### config.mk
export PLATFORM = sky130hd
export DESIGN_NAME = lcd_char_arbiter_flat
export DESIGN_NICKNAME = d
export VERILOG_FILES = /design/src/rtl/lcd_char_arbiter_pkg.sv /design/src/rtl/lcd_char_arbiter_if.sv /design/src/rtl/lcd_char_arbiter_rr_pick2.sv /design/src/rtl/lcd_char_arbiter.sv /design/src/flat_wrapper.sv
export SDC_FILE = /design/constraint.sdc
export NUM_CORES = 1
export LEC_CHECK = 0
export CAP_MARGIN = 10
export CORE_ASPECT_RATIO = 1.75
export CORE_MARGIN = 4
export CORE_UTILIZATION = 48
export CTS_BUF_LIST = sky130_fd_sc_hd__clkbuf_16
export DETAILED_ROUTE_END_ITERATION = 7
export PLACE_DENSITY = 0.87
export SLEW_MARGIN = 15
export SYNTH_ARGS = -nofsm -noshare
export SYNTH_HDL_FRONTEND = slang
export SYNTH_SLANG_ARGS = --single-unit
### constraint.sdc
create_clock -name sys_clk -period 3.01 [get_ports sys_clk]
set_input_delay 0.602 -clock sys_clk [delete_from_list [all_inputs] [get_ports sys_clk]]
set_output_delay 0.602 -clock sys_clk [all_outputs]
set_load 0.02 [all_outputs]
### src/rtl/lcd_char_arbiter_pkg.sv
// Shared definitions for the LCD character-draw arbiter.
//   - FSM state encoding
//   - font select constants for en_size
//   - LCD coordinate / ASCII field widths
//   - latched character-request record and a packing helper
package lcd_char_arbiter_pkg;

  localparam int LCD_COORD_W = 9;
  localparam int ASCII_W     = 7;

  localparam logic FONT_16X8 = 1'b1;
  localparam logic FONT_12X6 = 1'b0;

  typedef enum logic [1:0] {
    IDLE  = 2'd0,
    ISSUE = 2'd1,
    BUSY  = 2'd2,
    ACK   = 2'd3
  } arb_state_e;

  typedef struct packed {
    logic [ASCII_W-1:0]     ascii;
    logic [LCD_COORD_W-1:0] x;
    logic [LCD_COORD_W-1:0] y;
    logic                   size;
  } char_req_t;

  function automatic char_req_t pack_req(
    input logic [ASCII_W-1:0]     ascii,
    input logic [LCD_COORD_W-1:0] x,
    input logic [LCD_COORD_W-1:0] y,
    input logic                   size
  );
    char_req_t r;
    r.ascii = ascii;
    r.x     = x;
    r.y     = y;
    r.size  = size;
    return r;
  endfunction

endpackage

### src/rtl/lcd_char_arbiter_if.sv
// Bundle between the two character producers, the arbiter and the LCD
// character-draw engine.
//   slave  : arbiter view (takes requests + engine done, drives draw bus,
//            acks, busy, timeout_err)
//   master : environment view (requesters and engine), the opposite directions
interface lcd_char_arbiter_if;
  import lcd_char_arbiter_pkg::*;

  logic                   init_done;

  logic                   req0_valid;
  logic [ASCII_W-1:0]     req0_ascii;
  logic [LCD_COORD_W-1:0] req0_x;
  logic [LCD_COORD_W-1:0] req0_y;
  logic                   req0_size;
  logic                   req0_ack;

  logic                   req1_valid;
  logic [ASCII_W-1:0]     req1_ascii;
  logic [LCD_COORD_W-1:0] req1_x;
  logic [LCD_COORD_W-1:0] req1_y;
  logic                   req1_size;
  logic                   req1_ack;

  logic                   show_char_done;
  logic                   show_char_flag;
  logic [ASCII_W-1:0]     ascii_num;
  logic [LCD_COORD_W-1:0] start_x;
  logic [LCD_COORD_W-1:0] start_y;
  logic                   en_size;

  logic                   busy;
  logic                   timeout_err;

  modport slave (
    input  init_done,
    input  req0_valid, req0_ascii, req0_x, req0_y, req0_size,
    output req0_ack,
    input  req1_valid, req1_ascii, req1_x, req1_y, req1_size,
    output req1_ack,
    input  show_char_done,
    output show_char_flag, ascii_num, start_x, start_y, en_size,
    output busy, timeout_err
  );

  modport master (
    output init_done,
    output req0_valid, req0_ascii, req0_x, req0_y, req0_size,
    input  req0_ack,
    output req1_valid, req1_ascii, req1_x, req1_y, req1_size,
    input  req1_ack,
    output show_char_done,
    input  show_char_flag, ascii_num, start_x, start_y, en_size,
    input  busy, timeout_err
  );

endinterface

### src/rtl/lcd_char_arbiter_rr_pick2.sv
// Combinational two-way winner select.
//   v0, v1      : requester valids
//   last_grant  : index of the most recently served requester
//   any_vld     : at least one requester pending
//   winner      : selected requester index (meaningful only when any_vld)
// PRIO_MODE 0 alternates on a tie; PRIO_MODE 1 always favours requester 1.
module lcd_rr_pick2 #(
  parameter int PRIO_MODE = 0
) (
  input  logic v0,
  input  logic v1,
  input  logic last_grant,
  output logic any_vld,
  output logic winner
);

  always_comb begin
    any_vld = v0 | v1;
    winner  = 1'b0;
    if (PRIO_MODE == 1) begin
      winner = v1;
    end else if (v0 && v1) begin
      winner = ~last_grant;
    end else begin
      // single requester pending: it wins; v0-only gives 0, v1-only gives 1
      winner = v1;
    end
  end

endmodule

### src/rtl/lcd_char_arbiter.sv
// Shares one LCD character-draw engine between two character producers
// (req0: banner/label sequencer, req1: live rx-data digit writer).
// A granted request is latched, issued to the engine with a one-cycle
// show_char_flag, and acknowledged one cycle after show_char_done (or after
// a timeout, flagged on timeout_err).
//   sys_clk, sys_rst : clock, asynchronous active-high reset
//   bus (slave)      : requester inputs/acks, engine draw bus, busy,
//                      timeout_err
module lcd_char_arbiter
  import lcd_char_arbiter_pkg::*;
#(
  parameter int TIMEOUT_CYC = 65535,
  parameter int CNT_W       = 16,
  parameter int PRIO_MODE   = 0
) (
  input  logic              sys_clk,
  input  logic              sys_rst,
  lcd_char_arbiter_if.slave bus
);

  localparam logic [CNT_W-1:0] TMO_LAST = CNT_W'(TIMEOUT_CYC - 1);
  localparam logic [CNT_W-1:0] CNT_ONE  = CNT_W'(1);

  arb_state_e       state_q, state_d;
  logic             win_q, win_d;
  logic             last_grant_q, last_grant_d;
  logic [CNT_W-1:0] cnt_q, cnt_d;

  logic             flag_q, flag_d;
  logic             ack0_q, ack0_d;
  logic             ack1_q, ack1_d;
  logic             terr_q, terr_d;

  logic             latch_en;
  logic             any_vld;
  logic             pick;
  char_req_t        pick_req;
  char_req_t        char_q;

  lcd_rr_pick2 #(
    .PRIO_MODE (PRIO_MODE)
  ) u_pick (
    .v0         (bus.req0_valid),
    .v1         (bus.req1_valid),
    .last_grant (last_grant_q),
    .any_vld    (any_vld),
    .winner     (pick)
  );

  assign pick_req = pick ? pack_req(bus.req1_ascii, bus.req1_x, bus.req1_y, bus.req1_size)
                         : pack_req(bus.req0_ascii, bus.req0_x, bus.req0_y, bus.req0_size);

  // Next-state and pulse decode. Pulses are computed on the transition into
  // the state that owns them, so each registered pulse is high for exactly
  // that state's single cycle.
  always_comb begin
    state_d      = state_q;
    win_d        = win_q;
    last_grant_d = last_grant_q;
    cnt_d        = cnt_q;
    flag_d       = 1'b0;
    ack0_d       = 1'b0;
    ack1_d       = 1'b0;
    terr_d       = 1'b0;
    latch_en     = 1'b0;

    unique case (state_q)
      IDLE: begin
        if (bus.init_done && any_vld) begin
          win_d    = pick;
          latch_en = 1'b1;
          flag_d   = 1'b1;
          state_d  = ISSUE;
        end
      end
      ISSUE: begin
        // show_char_done is not looked at here: a stale done from a previous
        // engine operation must not complete this character
        cnt_d   = '0;
        state_d = BUSY;
      end
      BUSY: begin
        cnt_d = cnt_q + CNT_ONE;
        // done takes precedence over a simultaneous timeout
        if (bus.show_char_done) begin
          ack0_d  = ~win_q;
          ack1_d  = win_q;
          state_d = ACK;
        end else if (cnt_q == TMO_LAST) begin
          ack0_d  = ~win_q;
          ack1_d  = win_q;
          terr_d  = 1'b1;
          state_d = ACK;
        end
      end
      ACK: begin
        last_grant_d = win_q;
        cnt_d        = '0;
        state_d      = IDLE;
      end
      default: begin
        state_d = IDLE;
      end
    endcase
  end

  // Control registers
  always_ff @(posedge sys_clk or posedge sys_rst) begin
    if (sys_rst) begin
      state_q      <= IDLE;
      win_q        <= 1'b0;
      last_grant_q <= 1'b1;
      cnt_q        <= '0;
      flag_q       <= 1'b0;
      ack0_q       <= 1'b0;
      ack1_q       <= 1'b0;
      terr_q       <= 1'b0;
    end else begin
      state_q      <= state_d;
      win_q        <= win_d;
      last_grant_q <= last_grant_d;
      cnt_q        <= cnt_d;
      flag_q       <= flag_d;
      ack0_q       <= ack0_d;
      ack1_q       <= ack1_d;
      terr_q       <= terr_d;
    end
  end

  // Latched draw parameters: held until the next grant, cleared only by reset
  always_ff @(posedge sys_clk or posedge sys_rst) begin
    if (sys_rst) begin
      char_q <= pack_req('0, '0, '0, FONT_12X6);
    end else if (latch_en) begin
      char_q <= pick_req;
    end
  end

  assign bus.show_char_flag = flag_q;
  assign bus.req0_ack       = ack0_q;
  assign bus.req1_ack       = ack1_q;
  assign bus.timeout_err    = terr_q;
  assign bus.ascii_num      = char_q.ascii;
  assign bus.start_x        = char_q.x;
  assign bus.start_y        = char_q.y;
  assign bus.en_size        = char_q.size;
  assign bus.busy           = (state_q != IDLE);

endmodule
### src/flat_wrapper.sv
// flat-port wrapper written by rule: the top's interface ports become plain ports
module lcd_char_arbiter_flat import lcd_char_arbiter_pkg::*;
#(
  parameter int TIMEOUT_CYC = 65535,
  parameter int CNT_W       = 16,
  parameter int PRIO_MODE   = 0
)
  (sys_clk, sys_rst, bus_init_done, bus_req0_valid, bus_req0_ascii, bus_req0_x, bus_req0_y, bus_req0_size, bus_req0_ack, bus_req1_valid, bus_req1_ascii, bus_req1_x, bus_req1_y, bus_req1_size, bus_req1_ack, bus_show_char_done, bus_show_char_flag, bus_ascii_num, bus_start_x, bus_start_y, bus_en_size, bus_busy, bus_timeout_err);
  lcd_char_arbiter_if bus_i ();
  input  logic sys_clk;
  input  logic sys_rst;
  input wire logic [$bits(bus_i.init_done)-1:0] bus_init_done;
  input wire logic [$bits(bus_i.req0_valid)-1:0] bus_req0_valid;
  input wire logic [$bits(bus_i.req0_ascii)-1:0] bus_req0_ascii;
  input wire logic [$bits(bus_i.req0_x)-1:0] bus_req0_x;
  input wire logic [$bits(bus_i.req0_y)-1:0] bus_req0_y;
  input wire logic [$bits(bus_i.req0_size)-1:0] bus_req0_size;
  output wire logic [$bits(bus_i.req0_ack)-1:0] bus_req0_ack;
  input wire logic [$bits(bus_i.req1_valid)-1:0] bus_req1_valid;
  input wire logic [$bits(bus_i.req1_ascii)-1:0] bus_req1_ascii;
  input wire logic [$bits(bus_i.req1_x)-1:0] bus_req1_x;
  input wire logic [$bits(bus_i.req1_y)-1:0] bus_req1_y;
  input wire logic [$bits(bus_i.req1_size)-1:0] bus_req1_size;
  output wire logic [$bits(bus_i.req1_ack)-1:0] bus_req1_ack;
  input wire logic [$bits(bus_i.show_char_done)-1:0] bus_show_char_done;
  output wire logic [$bits(bus_i.show_char_flag)-1:0] bus_show_char_flag;
  output wire logic [$bits(bus_i.ascii_num)-1:0] bus_ascii_num;
  output wire logic [$bits(bus_i.start_x)-1:0] bus_start_x;
  output wire logic [$bits(bus_i.start_y)-1:0] bus_start_y;
  output wire logic [$bits(bus_i.en_size)-1:0] bus_en_size;
  output wire logic [$bits(bus_i.busy)-1:0] bus_busy;
  output wire logic [$bits(bus_i.timeout_err)-1:0] bus_timeout_err;
  assign bus_i.init_done = bus_init_done;
  assign bus_i.req0_valid = bus_req0_valid;
  assign bus_i.req0_ascii = bus_req0_ascii;
  assign bus_i.req0_x = bus_req0_x;
  assign bus_i.req0_y = bus_req0_y;
  assign bus_i.req0_size = bus_req0_size;
  assign bus_req0_ack = bus_i.req0_ack;
  assign bus_i.req1_valid = bus_req1_valid;
  assign bus_i.req1_ascii = bus_req1_ascii;
  assign bus_i.req1_x = bus_req1_x;
  assign bus_i.req1_y = bus_req1_y;
  assign bus_i.req1_size = bus_req1_size;
  assign bus_req1_ack = bus_i.req1_ack;
  assign bus_i.show_char_done = bus_show_char_done;
  assign bus_show_char_flag = bus_i.show_char_flag;
  assign bus_ascii_num = bus_i.ascii_num;
  assign bus_start_x = bus_i.start_x;
  assign bus_start_y = bus_i.start_y;
  assign bus_en_size = bus_i.en_size;
  assign bus_busy = bus_i.busy;
  assign bus_timeout_err = bus_i.timeout_err;
  lcd_char_arbiter #(.TIMEOUT_CYC(TIMEOUT_CYC), .CNT_W(CNT_W), .PRIO_MODE(PRIO_MODE)) u_core (.sys_clk(sys_clk), .sys_rst(sys_rst), .bus(bus_i));
endmodule
==> results by group <==
Pwr
  – Leak pwr: 1.57 nW
  – Peak supply drop: about 0.00062 V
  – Power density over the cells: just over 800 mW/mm²

Setup path
  – Worst R2R Setup Slack: 980 ps
  – Req. time, crit path: approximately 2400 ps
  – Type of the worst setup path: reg -> out
  – Reg2Reg Depth: 6
  – Startpoint Class: register
  – CP Max Fanout: 9
  – CP endpoint kind: output pin
  – Critical Path AT: between 1500 and 2000 ps
  – R2R Path Start: u_core.state_q[0]
  – Reg-to-reg endpoint: u_core.win_q

Synth
  – Flops & latches, synth: 50
  – Async S/R FF share, synth: 100%
  – Cells after Synth: approximately 230
  – Number of enable flip-flop cells after synthesis: 0
  – Yosys cell types: 34
  – Yosys warnings: 0
  – Synth Cell Area: 0.00242 mm²
  – Seq/Total Area, Yosys: 51.7%
  – Main synth FF type: dfrtp_1
  – Synth Area per Inst: 10.4 µm²
  – Syn_nets: between 200 and 300

Clocking
  – Clock Path Buffers: 2
  – Worst-path clk slew: around 60 ps
  – CTS tree: done
  – Clock Tree Root: clkbuf_16
  – Cts hold-fix bufs: 0
  – CTS Buf Count: 5
  – Setup Fix Bufs, Post-CTS: 0
  – CTS Sinks: 50
  – H-tree levels: 2
  – Clk_lat worst skew: between 200 and 300 ps
  – Post-CTS Resized: 0

STA
  – Actual slew at the worst max-slew pin: roughly 440 ps
  – Final TNS setup: 0 ps
  – Final Critical Period: about 2500 ps
  – Final setup margin: ~550 ps
  – Final Max Slew Viols: 0
  – Max Clock Skew: 3.28 ps
  – Unrepaired setup endpoints after global routing: false
  – Max-slew headroom: between 70 and 80%
  – Final number of hold-violating endpoints: 0
  – Crit share post-route: about four fifths
  – Endpoints failing setup: 0
  – Max Fclk: just over 0.4 GHz

Cells and area
  – Final instance area: 0.00349 mm²
  – Layout cells sized above 1: 7.43%
  – # diodes: 0
  – Synth-to-layout area growth: 44.1%
  – Nets: about 390
  – Final std cells w/o fill: about 380

Min path
  – Hold Crit Class: reg -> reg
  – Hold Crit Depth: 2
  – Worst Hold End: u_core.bus.start_y[3]
  – Worst hold start: u_core.bus.start_y[3]

Floorplanning
  – Die X: slightly above 60 µm
  – Core Region: ~0.005 mm²
  – Starting Density: about 50%
  – Rows: 34
  – Die area: roughly 0.0063 mm²
  – Die Span Y: 102 µm
  – I/O pin count: 89

Global route
  – Initial antenna violation count: 0
  – Tot GR Track Use: between 10% and 20%
  – Largest net degree at the start of global routing: 55
  – GRT Residual Overflow: 0
  – Global-route wire length before repair: a little over 9 mm
  – Vias in the first global route: around 2100

Place
  – Number of buffers added on ports: between 80 and 90
  – Placed cell areas: 0.00336 mm²
  – Placed cells: around 370
  – RD Place Congestion: 0.737
  – Dpl hpwl: about 4.3 mm
  – Worst slack at placement: around 700 ps

Route
  – Via count: a little under 2000
  – Number of remaining DRC errors: 0
  – Wire per inst: 14.6 µm
  – Post-Route WL: between 5 and 6 mm
  – 1st-pass router iterations: 4
  – Routed Antenna Nets: 0
  – First-iteration detailed-routing DRC count: 40
  – Via-to-Cell Ratio: around 5.2

Outcome
  – Status: finished, final reports clean

Flow run
  – Max-cap violations: 0
[worst max-delay path by stage]
stage,cells past startpoint,endpoint,startpoint,slack (ps)
2_1_floorplan,1,u_core.bus.ascii_num[0],sys_rst,1210
3_3_place_gp,5,u_core.win_q,bus_req0_valid,720
5_1_grt,4,bus_busy,u_core.state_q[0],470
6_report,4,bus_busy,u_core.state_q[0],550
3_5_place_dp,5,u_core.win_q,bus_req0_valid,710
4_1_cts,4,bus_busy,u_core.state_q[0],540
[metal layers]
| metal | share of wire, % | GRT usage [%] | wire length, µm | up-vias |
|---|---|---|---|---|
| met4 | 1.9 | 6.86 | 103 | 0 |
| met3 | 8.7 | 6.83 | 481 | 8 |
| met2 | 52 | 33.0 | 2860 | 78 |
| met5 | 0 | 0 | 0 | - |
| li1 | - | - | - | 970 |
| met1 | 37 | 21.4 | 2050 | 902 |
[per-stage QoR]
stage,total power [mW],hold slack [ps],util (%)
finish,2.82,485,70.8
global route,3.00,522,70.8
CTS,2.85,485,70.8
detailed placement,2.30,473,68.0
global placement,2.25,461,68.0
floorplan,1.72,436,-
[synthesized netlist by cell type (2+ instances only)]
library cell | instances | share of area (%)
inv_1 | 11 | 1.7
nor2_1 | 19 | 2.9
nand3_1 | 4 | 0.83
dfrtp_1 | 49 | 51
a21oi_1 | 5 | 1.0
nor3_1 | 5 | 1.0
nor2b_1 | 2 | 0.52
xnor2_1 | 9 | 3.3
o21ai_0 | 31 | 6.4
nand2_1 | 30 | 4.6
buf_4 | 3 | 0.93
mux2_2 | 2 | 0.93
ha_1 | 6 | 3.1
nand4_1 | 3 | 0.77
clkbuf_2 | 2 | 0.41
or3_1 | 2 | 0.52
xor2_1 | 2 | 0.72
mux2i_1 | 26 | 11
nor4_1 | 3 | 0.77
buf_2 | 6 | 1.2
[worst max-delay path, cell delays in order, from the launching register on]
cell,delay [ps]
dfrtp_1,370
inv_1,100
ha_1,300
inv_1,180
clkdlybuf4s50_1,630
[logic make-up (layout without fill, tap and decap cells)]
kind of cell               after synthesis  count (layout)  synth area share (%)
DFF                                     50              50                  51.7
xor gates and xnor gates                11              11                  3.97
adders and majority gates                6               6                  3.10
AOI/OAI and AO/OA                       39              39                  8.41
and+or+nand+nor                         76              76                  16.2
muxes                                   29              29                  12.3
buffers and inverters                   23             112                  4.44
[power by group]
part	switching [mW]	internal, mW
Sequential	0.150	0.897
Combinational	0.655	0.586
Clock	0.229	0.301
[cell type report]
cell class	count	area, µm²
fill	360	1440
sequential	50	1250
clock buffer	5	125
inverter	11	41.3
timing repair buffer	93	918
clock inverter	3	12.5
tap	54	67.6
multi-input combinational	161	1080
[state kept, by name, indices dropped and copies added (netlist names), 2 cells and up]
register,cells
u_core.bus.ascii_num,7
u_core.bus.start_x,9
u_core.bus.start_y,9
u_core.cnt_q,16
u_core.state_q,2
[placed cells by master (no fill, tap or decap), types with 3 or more instances in the layout]
cell	synthesis	layout
mux2i_1	26	26
buf_4	3	5
nand2_1	30	30
a21oi_1	5	5
inv_1	11	11
ha_1	6	6
clkbuf_16	0	5
nor3_1	5	5
nor4_1	3	3
o21ai_0	31	31
clkdlybuf4s50_1	0	88
dfrtp_1	49	49
xnor2_1	9	9
nand4_1	3	3
nor2_1	19	19
nand3_1	4	4
(Power assumes the default switching activity.)
